[src/rtl/uart_pkg.sv]
// Shared UART definitions: receiver FSM encoding, parity modes and defaults.
// Used by the receiver now and by the transmitter later.
package uart_pkg;

  typedef enum logic [2:0] {
    ST_IDLE   = 3'd0,
    ST_START  = 3'd1,
    ST_DATA   = 3'd2,
    ST_PARITY = 3'd3,
    ST_STOP   = 3'd4,
    ST_BREAK  = 3'd5
  } rx_state_t;

  localparam int PAR_NONE = 0;
  localparam int PAR_EVEN = 1;
  localparam int PAR_ODD  = 2;

  localparam int DEFAULT_CLKS_PER_BIT = 100;

  // High when the received parity bit disagrees with the data for the given mode.
  function automatic logic parity_mismatch(input logic [7:0] data, input logic par_bit,
                                           input int mode);
    return (^data) ^ par_bit ^ (mode == PAR_ODD);
  endfunction

endpackage

[src/rtl/uart_sync_fifo.sv]
// Show-ahead synchronous FIFO: dout presents the head entry whenever empty is low.
// Pushes to a full FIFO and pops from an empty one are ignored.
module uart_sync_fifo #(
  parameter int WIDTH = 8,
  parameter int DEPTH = 4
) (
  input  logic                     clk,
  input  logic                     rst_n,
  input  logic                     push,
  input  logic [WIDTH-1:0]         din,
  output logic                     full,
  input  logic                     pop,
  output logic [WIDTH-1:0]         dout,
  output logic                     empty,
  output logic [$clog2(DEPTH):0]   count
);

  localparam int AW = $clog2(DEPTH);

  logic [WIDTH-1:0] mem_reg [DEPTH];
  logic [AW-1:0]    wr_ptr_reg;
  logic [AW-1:0]    rd_ptr_reg;
  logic [AW:0]      count_reg;
  logic             do_push;
  logic             do_pop;

  assign full    = (count_reg == (AW + 1)'(DEPTH));
  assign empty   = (count_reg == '0);
  assign do_push = push & ~full;
  assign do_pop  = pop & ~empty;
  assign count   = count_reg;
  // Gate the head so the output reads zero while nothing is held.
  assign dout    = empty ? '0 : mem_reg[rd_ptr_reg];

  always_ff @(posedge clk) begin
    if (do_push) begin
      mem_reg[wr_ptr_reg] <= din;
    end
  end

  always_ff @(posedge clk or negedge rst_n) begin
    if (!rst_n) begin
      wr_ptr_reg <= '0;
      rd_ptr_reg <= '0;
      count_reg  <= '0;
    end else begin
      if (do_push) wr_ptr_reg <= wr_ptr_reg + AW'(1);
      if (do_pop)  rd_ptr_reg <= rd_ptr_reg + AW'(1);
      case ({do_push, do_pop})
        2'b10:   count_reg <= count_reg + (AW + 1)'(1);
        2'b01:   count_reg <= count_reg - (AW + 1)'(1);
        default: count_reg <= count_reg;
      endcase
    end
  end

endmodule

[src/rtl/uart_rx_fifo.sv]
// 8-bit UART receiver with optional parity, error pulses and a show-ahead receive FIFO.
// The line is synchronised and sampled at mid-bit; bad or unstorable bytes are dropped.
module uart_rx_fifo
  import uart_pkg::*;
#(
  parameter int CLKS_PER_BIT = DEFAULT_CLKS_PER_BIT,
  parameter int PARITY       = PAR_NONE,
  parameter int FIFO_DEPTH   = 4
) (
  input  logic                          clk,
  input  logic                          rst_n,
  input  logic                          rx,
  output logic [7:0]                    m_data,
  output logic                          m_valid,
  input  logic                          m_ready,
  output logic [$clog2(FIFO_DEPTH):0]   fifo_count,
  output logic                          frame_err,
  output logic                          parity_err,
  output logic                          overrun,
  output logic                          busy
);

  localparam logic [15:0] HALF_M1 = 16'(CLKS_PER_BIT / 2 - 1);
  localparam logic [15:0] BIT_M1  = 16'(CLKS_PER_BIT - 1);

  logic        rx_meta_reg;
  logic        rx_s_reg;
  logic        rx_s;

  rx_state_t   state_reg, state_next;
  logic [15:0] count_reg, count_next;
  logic [2:0]  bit_idx_reg, bit_idx_next;
  logic [7:0]  data_reg, data_next;
  logic        perr_reg, perr_next;
  logic        frame_err_reg, frame_err_next;
  logic        parity_err_reg, parity_err_next;
  logic        overrun_reg, overrun_next;

  logic [7:0]  data_load;
  logic        data_sample;
  logic        push_byte;
  logic        fifo_full;
  logic        fifo_empty;

  always_ff @(posedge clk or negedge rst_n) begin
    if (!rst_n) begin
      rx_meta_reg <= 1'b1;
      rx_s_reg    <= 1'b1;
    end else begin
      rx_meta_reg <= rx;
      rx_s_reg    <= rx_meta_reg;
    end
  end

  assign rx_s = rx_s_reg;

  // Each data bit loads only on its own mid-bit sample.
  for (genvar gi = 0; gi < 8; gi++) begin : g_data_bit
    assign data_load[gi] = data_sample && (bit_idx_reg == 3'(gi));
    assign data_next[gi] = data_load[gi] ? rx_s : data_reg[gi];
  end

  always_comb begin
    state_next      = state_reg;
    count_next      = count_reg + 16'd1;
    bit_idx_next    = bit_idx_reg;
    perr_next       = perr_reg;
    data_sample     = 1'b0;
    push_byte       = 1'b0;
    frame_err_next  = 1'b0;
    parity_err_next = 1'b0;
    overrun_next    = 1'b0;

    case (state_reg)
      ST_IDLE: begin
        count_next = '0;
        if (!rx_s) begin
          state_next = ST_START;
          perr_next  = 1'b0;
        end
      end
      ST_START: begin
        if (count_reg == HALF_M1) begin
          if (!rx_s) begin
            state_next   = ST_DATA;
            bit_idx_next = 3'd0;
          end else begin
            state_next = ST_IDLE;
          end
        end
      end
      ST_DATA: begin
        if (count_reg == BIT_M1) begin
          data_sample  = 1'b1;
          count_next   = '0;
          bit_idx_next = bit_idx_reg + 3'd1;
          if (bit_idx_reg == 3'd7) begin
            state_next = (PARITY != PAR_NONE) ? ST_PARITY : ST_STOP;
          end
        end
      end
      ST_PARITY: begin
        if (count_reg == BIT_M1) begin
          perr_next  = parity_mismatch(data_reg, rx_s, PARITY);
          state_next = ST_STOP;
        end
      end
      ST_STOP: begin
        if (count_reg == BIT_M1) begin
          // Framing beats parity, parity beats overrun; only one outcome per frame.
          if (!rx_s) begin
            frame_err_next = 1'b1;
            state_next     = ST_BREAK;
          end else if (perr_reg) begin
            parity_err_next = 1'b1;
            state_next      = ST_IDLE;
          end else if (fifo_full) begin
            overrun_next = 1'b1;
            state_next   = ST_IDLE;
          end else begin
            push_byte  = 1'b1;
            state_next = ST_IDLE;
          end
        end
      end
      ST_BREAK: begin
        count_next = '0;
        if (rx_s) state_next = ST_IDLE;
      end
      default: begin
        state_next = ST_IDLE;
      end
    endcase

    if (state_next != state_reg) count_next = '0;
  end

  always_ff @(posedge clk or negedge rst_n) begin
    if (!rst_n) begin
      state_reg      <= ST_IDLE;
      count_reg      <= '0;
      bit_idx_reg    <= '0;
      data_reg       <= '0;
      perr_reg       <= 1'b0;
      frame_err_reg  <= 1'b0;
      parity_err_reg <= 1'b0;
      overrun_reg    <= 1'b0;
    end else begin
      state_reg      <= state_next;
      count_reg      <= count_next;
      bit_idx_reg    <= bit_idx_next;
      data_reg       <= data_next;
      perr_reg       <= perr_next;
      frame_err_reg  <= frame_err_next;
      parity_err_reg <= parity_err_next;
      overrun_reg    <= overrun_next;
    end
  end

  uart_sync_fifo #(
    .WIDTH (8),
    .DEPTH (FIFO_DEPTH)
  ) u_fifo (
    .clk   (clk),
    .rst_n (rst_n),
    .push  (push_byte),
    .din   (data_reg),
    .full  (fifo_full),
    .pop   (m_ready),
    .dout  (m_data),
    .empty (fifo_empty),
    .count (fifo_count)
  );

  assign m_valid    = ~fifo_empty;
  assign frame_err  = frame_err_reg;
  assign parity_err = parity_err_reg;
  assign overrun    = overrun_reg;
  assign busy       = (state_reg != ST_IDLE);

endmodule

[config.mk]
export PLATFORM = sky130hd
export DESIGN_NAME = uart_rx_fifo
export DESIGN_NICKNAME = d
export VERILOG_FILES = /design/src/rtl/uart_pkg.sv /design/src/rtl/uart_sync_fifo.sv /design/src/rtl/uart_rx_fifo.sv
export SDC_FILE = /design/constraint.sdc
export NUM_CORES = 1
export LEC_CHECK = 0
export CORE_ASPECT_RATIO = 1.1
export CORE_MARGIN = 2
export CORE_UTILIZATION = 63
export CTS_CLUSTER_SIZE = 10
export DETAILED_ROUTE_END_ITERATION = 7
export PLACE_DENSITY = 0.84
export SYNTH_ARGS = -nofsm -noshare
export SYNTH_HDL_FRONTEND = slang
export SYNTH_SLANG_ARGS = --single-unit
[constraint.sdc]
create_clock -name clk -period 8.9 [get_ports clk]
set_input_delay 1.78 -clock clk [delete_from_list [all_inputs] [get_ports clk]]
set_output_delay 1.78 -clock clk [all_outputs]
set_load 0.05 [all_outputs]
# == Yosys cells after proc, flatten, opt, wreduce, memory -nomap -nowiden ==
# Memory sizes are Yosys's and may differ from the RTL's.
# Cells that the tools add are included.
# op_classes
mux,43
bitwise,5
add_sub_neg,6
n_eq_ne,23
n_reduce_logical,19
# op_table
operator,n
two-way mux 3 bit,11
two-way mux 16 bit,2
case mux 16 bit (2 select lines),1
two-way mux 1 bit,23
"== test 3 bit, second input constant",7
case mux 3 bit (6 select lines),1
"adder 16 x 1 -> 16 bit, second input constant",1
"== test 16 x 6 -> 1 bit, second input constant",1
"== test 16 x 7 -> 1 bit, second input constant",1
"== test 3 x 2 -> 1 bit, second input constant",4
case mux 3 bit (2 select lines),2
"inequality test 2 bit, second input constant",5
zero test 3 bit,3
logical AND 1 bit,8
two-way mux 8 bit,1
XOR reduction 8 bit,1
"adder 3 x 1 -> 3 bit, second input constant",2
"== test 3 x 1 -> 1 bit, second input constant",2
nonzero test 2 bit,3
"adder 2 x 1 -> 2 bit, second input constant",2
AND reduction 4 bit,1
inequality test 3 bit,1
AND reduction 3 bit,1
nonzero test 3 bit,1
other kinds (9),11
# totals
reg_bits,43
mem_count,1
ramBits,32
input_bits,4
# mem_list
memory,words,width,read_ports,rd_clocked_by_memory_dff,wr,line,source
u_fifo.mem_reg,4,8,1,0,1,uart_sync_fifo.sv:20,logic [WIDTH-1:0] mem_reg [DEPTH];

# == Longest topological paths before layout ==
# depth
word_depth,9
depth_mapped,13
ltp_nobuf,12

# == Hierarchy ==
# From an unflattened synthesis, not the netlist that was laid out.
# unflattened
hier_cells,273
area_unflattened_um2,3539.6
# modules_own_cells
mod,area_per_inst_um2,cells_each,instances
uart_rx_fifo,1883.1,184,1
uart_sync_fifo,1656.6,89,1

# == Worst setup path before layout ==
# No wires, ideal clock.
# synth_path
kind,reg-to-output
from,"register u_fifo.count_reg[2], in the netlist u_fifo.count[2]"
to,output port m_data[0]
n_path_buf,1
required_time_ns,7.120
arrival_ns,1.963
path_slack_ns,5.157
path_stages_with_launch,4
cell_sequence,dfrtp_1 or3_1 clkbuf_1 and2_1
# synth_via
elab_chain_len,2
# synth_rtl
item,line,source
from (decl),uart_sync_fifo.sv:23,logic [AW:0] count_reg;
from (signal assigned),uart_sync_fifo.sv:50,2'b10: count_reg <= count_reg + (AW + 1)'(1);
from (signal assigned),uart_sync_fifo.sv:51,2'b01: count_reg <= count_reg - (AW + 1)'(1);
from (signal assigned),uart_sync_fifo.sv:52,default: count_reg <= count_reg;
zero test 3 bit,uart_sync_fifo.sv:28,assign empty = (count_reg == '0);
two-way mux 8 bit,uart_sync_fifo.sv:33,assign dout = empty ? '0 : mem_reg[rd_ptr_reg];
to (decl),uart_rx_fifo.sv:13,"output logic [7:0] m_data,"
# No other way between the ends.

# == Final worst setup path ==
# layout_path
from,register u_fifo.rd_ptr_reg[0]
to,output port m_data[5]
# layout_via
elab_chain_len,2
# layout_rtl
item,line,source
from (decl),uart_sync_fifo.sv:22,logic [AW-1:0] rd_ptr_reg;
from (signal assigned),uart_sync_fifo.sv:48,if (do_pop) rd_ptr_reg <= rd_ptr_reg + AW'(1);
memory (4 x 8 bit),--,
two-way mux 8 bit,uart_sync_fifo.sv:33,
# No other way between the ends.

==> results.sh <==
export IMPL_status="completed"
export IMPL_synth_ff_type="dfrtp_1"
export IMPL_grt_max_degree=44
export IMPL_synth_nets=284
export IMPL_final_fill_count=361
export IMPL_post_drt_wl_per_cell_um=15.1
export IMPL_drc_errors=0
export IMPL_avgSynthCellArea_um2=13.1
export IMPL_rsz0062_at_grt="false"
export IMPL_max_stage_delay_ps=700
export IMPL_synth_top_area_share_pct=29.5
export IMPL_io_pins=20
export IMPL_path_buf_inv=1
export IMPL_synth_edf_count=32
export IMPL_cts_resized=0
export IMPL_clk_pin_slew_ps=70
export IMPL_worstSetupPathType="flop to output port"
export IMPL_p_int_mw=0.585
export IMPL_fmax_mhz=236
export IMPL_ir_drop_mv=0.117
export IMPL_start_util_pct=64.8
export IMPL_die_area_um2=6130
export IMPL_ys_seq_area_share_pct=58.7
export IMPL_p_leak_nw=1.44
export IMPL_synth_area_top_cells="dfrtp_1 (30%), edfxtp_1 (28%), mux4_2 (5.2%)"
export IMPL_fp_row_count=28
export IMPL_place_congestion=0.781
export IMPL_area_growth_pct=12.4
export IMPL_fin_crit_ps=4230
export IMPL_period_share_pct=47.6
export IMPL_diodes=0
export IMPL_hp_class="flop to flop"
export IMPL_drtPass1Iterations=4
export IMPL_grt_pass1_wl_um=9040
export IMPL_finalSetupViolCount=0
export IMPL_path_delay_family="buffers and inverters"
export IMPL_fin_area_um2=3910
export IMPL_portBuffers=19
export IMPL_largest_register_ffs=32
export IMPL_postCtsSetupBuffers=0
export IMPL_synth_common_cells="dfrtp_1 (41), edfxtp_1 (32), nor2_1 (21)"
export IMPL_maxCapViolCount=0
export IMPL_htree_levels=3
export IMPL_yosys_cell_count_top_type="dfrtp_1"
export IMPL_synthCells=266
export IMPL_critPathArrivalTime_ps=2450
export IMPL_drive_gt1_share_pct=15.1
export IMPL_crit_chain="mux4_2, and2_1, clkdlybuf4s50_1"
export IMPL_slowest_stage="clkdlybuf4s50_1"
export IMPL_vias=2038
export IMPL_die_w_um=74.8
export IMPL_ys_seq_elements=75
export IMPL_cts_tree="done"
export IMPL_p_seq_share_pct=46.6
export IMPL_die_h_um=81.9
export IMPL_p_per_area_nw_per_um2=221
export IMPL_syn_cell_area_um2=3480
export IMPL_clkPwrFrac_pct=29.2
export IMPL_fin_skew_ps=6.90
export IMPL_hold_buffers=0
export IMPL_clock_sinks=75
export IMPL_core_area_um2=5360
export IMPL_netSwitchingPower_mw=0.279
export IMPL_drt_total_wl_um=5530
export IMPL_finalHoldViolCount=0
export IMPL_cp_max_fo=10
export IMPL_relSlewSlack_pct=25.8
export IMPL_p_sw_share_pct=32.3
export IMPL_dp_hpwl_um=3860
export IMPL_grt_ovfl_total=0
export IMPL_cp_end_kind="output port"
export IMPL_viasPerCell=5.55
export IMPL_combinationalPowerShare_pct=24.2
export IMPL_numCtsBuffers=9
export IMPL_antenna_found_initial=0
export IMPL_track_usage_pct=20.4
export IMPL_grt_pass1_vias=1924
export IMPL_drtAntennaViolNets=0
export IMPL_slew_violations=0
export IMPL_clock_latency_ps=350
export IMPL_drtIter0Drc=110
export IMPL_placedInstanceArea_um2=3710
export IMPL_setup_tns_ps=0
export IMPL_synth_largest_area_cell="dfrtp_1"
export IMPL_async_flop_share_pct=57.3
export IMPL_start_kind="flop"
export IMPL_crit_required_ps=7120
export IMPL_fin_nets=305
export IMPL_cts_root_buffer="clkbuf_8"
export IMPL_ys_warn_count=0
export IMPL_worstMarginPinSlew_ps=1110
export IMPL_cts_buffer_depth=2
export IMPL_synth_cell_types=45
[logic make-up (layout without fill, tap and decap cells)]
kind of cell               count (synthesis)  after routing  synth area share (%)
and+or+nand+nor                           93             93                  14.7
adders and majority gates                 14             14                  5.26
xor gates and xnor gates                  27             27                  6.80
muxes                                     18             18                  8.50
AOI/OAI and AO/OA                         19             19                  3.71
buffers and inverters                     20             46                  2.38
DFF                                       75             75                  58.7
[power groups by stage]
stage | Sequential (mW) | Clock [mW] | Combinational, mW
4_1_cts | 0.403 | 0.258 | 0.212
3_3_place_gp | 0.409 | 0 | 0.208
5_1_grt | 0.406 | 0.272 | 0.221
6_report | 0.402 | 0.252 | 0.209
2_1_floorplan | 0.413 | 0 | 0.143
3_5_place_dp | 0.410 | 0 | 0.211
[metrics by stage]
stage	cells	utilization, %	power (mW)	hold slack [ps]	setup slack [ps]
3_5_place_dp	351	69.3	0.621	354	5000
4_1_cts	367	72.9	0.873	362	4620
3_3_place_gp	351	69.3	0.617	352	5030
2_1_floorplan	266	-	0.556	345	5160
5_1_grt	367	72.9	0.899	366	4520
6_report	367	72.9	0.864	357	4670
[final timing paths]
kind	from	slack [ps]	depth (start not counted)	to
max reg2reg	count_reg[8]	5510	9	u_fifo.count[1]
max in group asynchronous	rst_n	6740	1	data_reg[6]
min reg2reg	rx_meta_reg	360	0	rx_s
min in group asynchronous	rst_n	1570	1	count_reg[2]
max	u_fifo.rd_ptr_reg[0]	4670	3	m_data[5]
min	rx_meta_reg	360	0	rx_s
[cell usage in the layout, fill, tap and decap left out, types with 11 or more instances in the layout]
cell type,instances
dfrtp_1,41
nor2_1,21
xnor2_1,16
xor2_1,11
clkdlybuf4s50_1,18
inv_1,11
ha_1,13
nand2_1,15
edfxtp_1,32
[routing by layer]
metal / GRT usage [%] / up-vias / routed length [µm]
li1: - / 987 / -
met1: 24.9 / 1009 / 2410
met2: 33.2 / 30 / 2830
met3: 5.52 / 12 / 162
met4: 10.4 / 0 / 133
met5: 0 / - / 0
[area by class of cell]
class                      count  area (µm²)  area share (%)
sequential                    75        2040            52.2
multi-input combinational    171        1350            34.7
timing repair buffer          19         185            4.74
clock buffer                  10         138            3.52
tap                           75        93.8            2.40
clock inverter                 6        55.1            1.41
inverter                      11        41.3            1.06
Note: power is estimated with default switching activity, not from simulation.
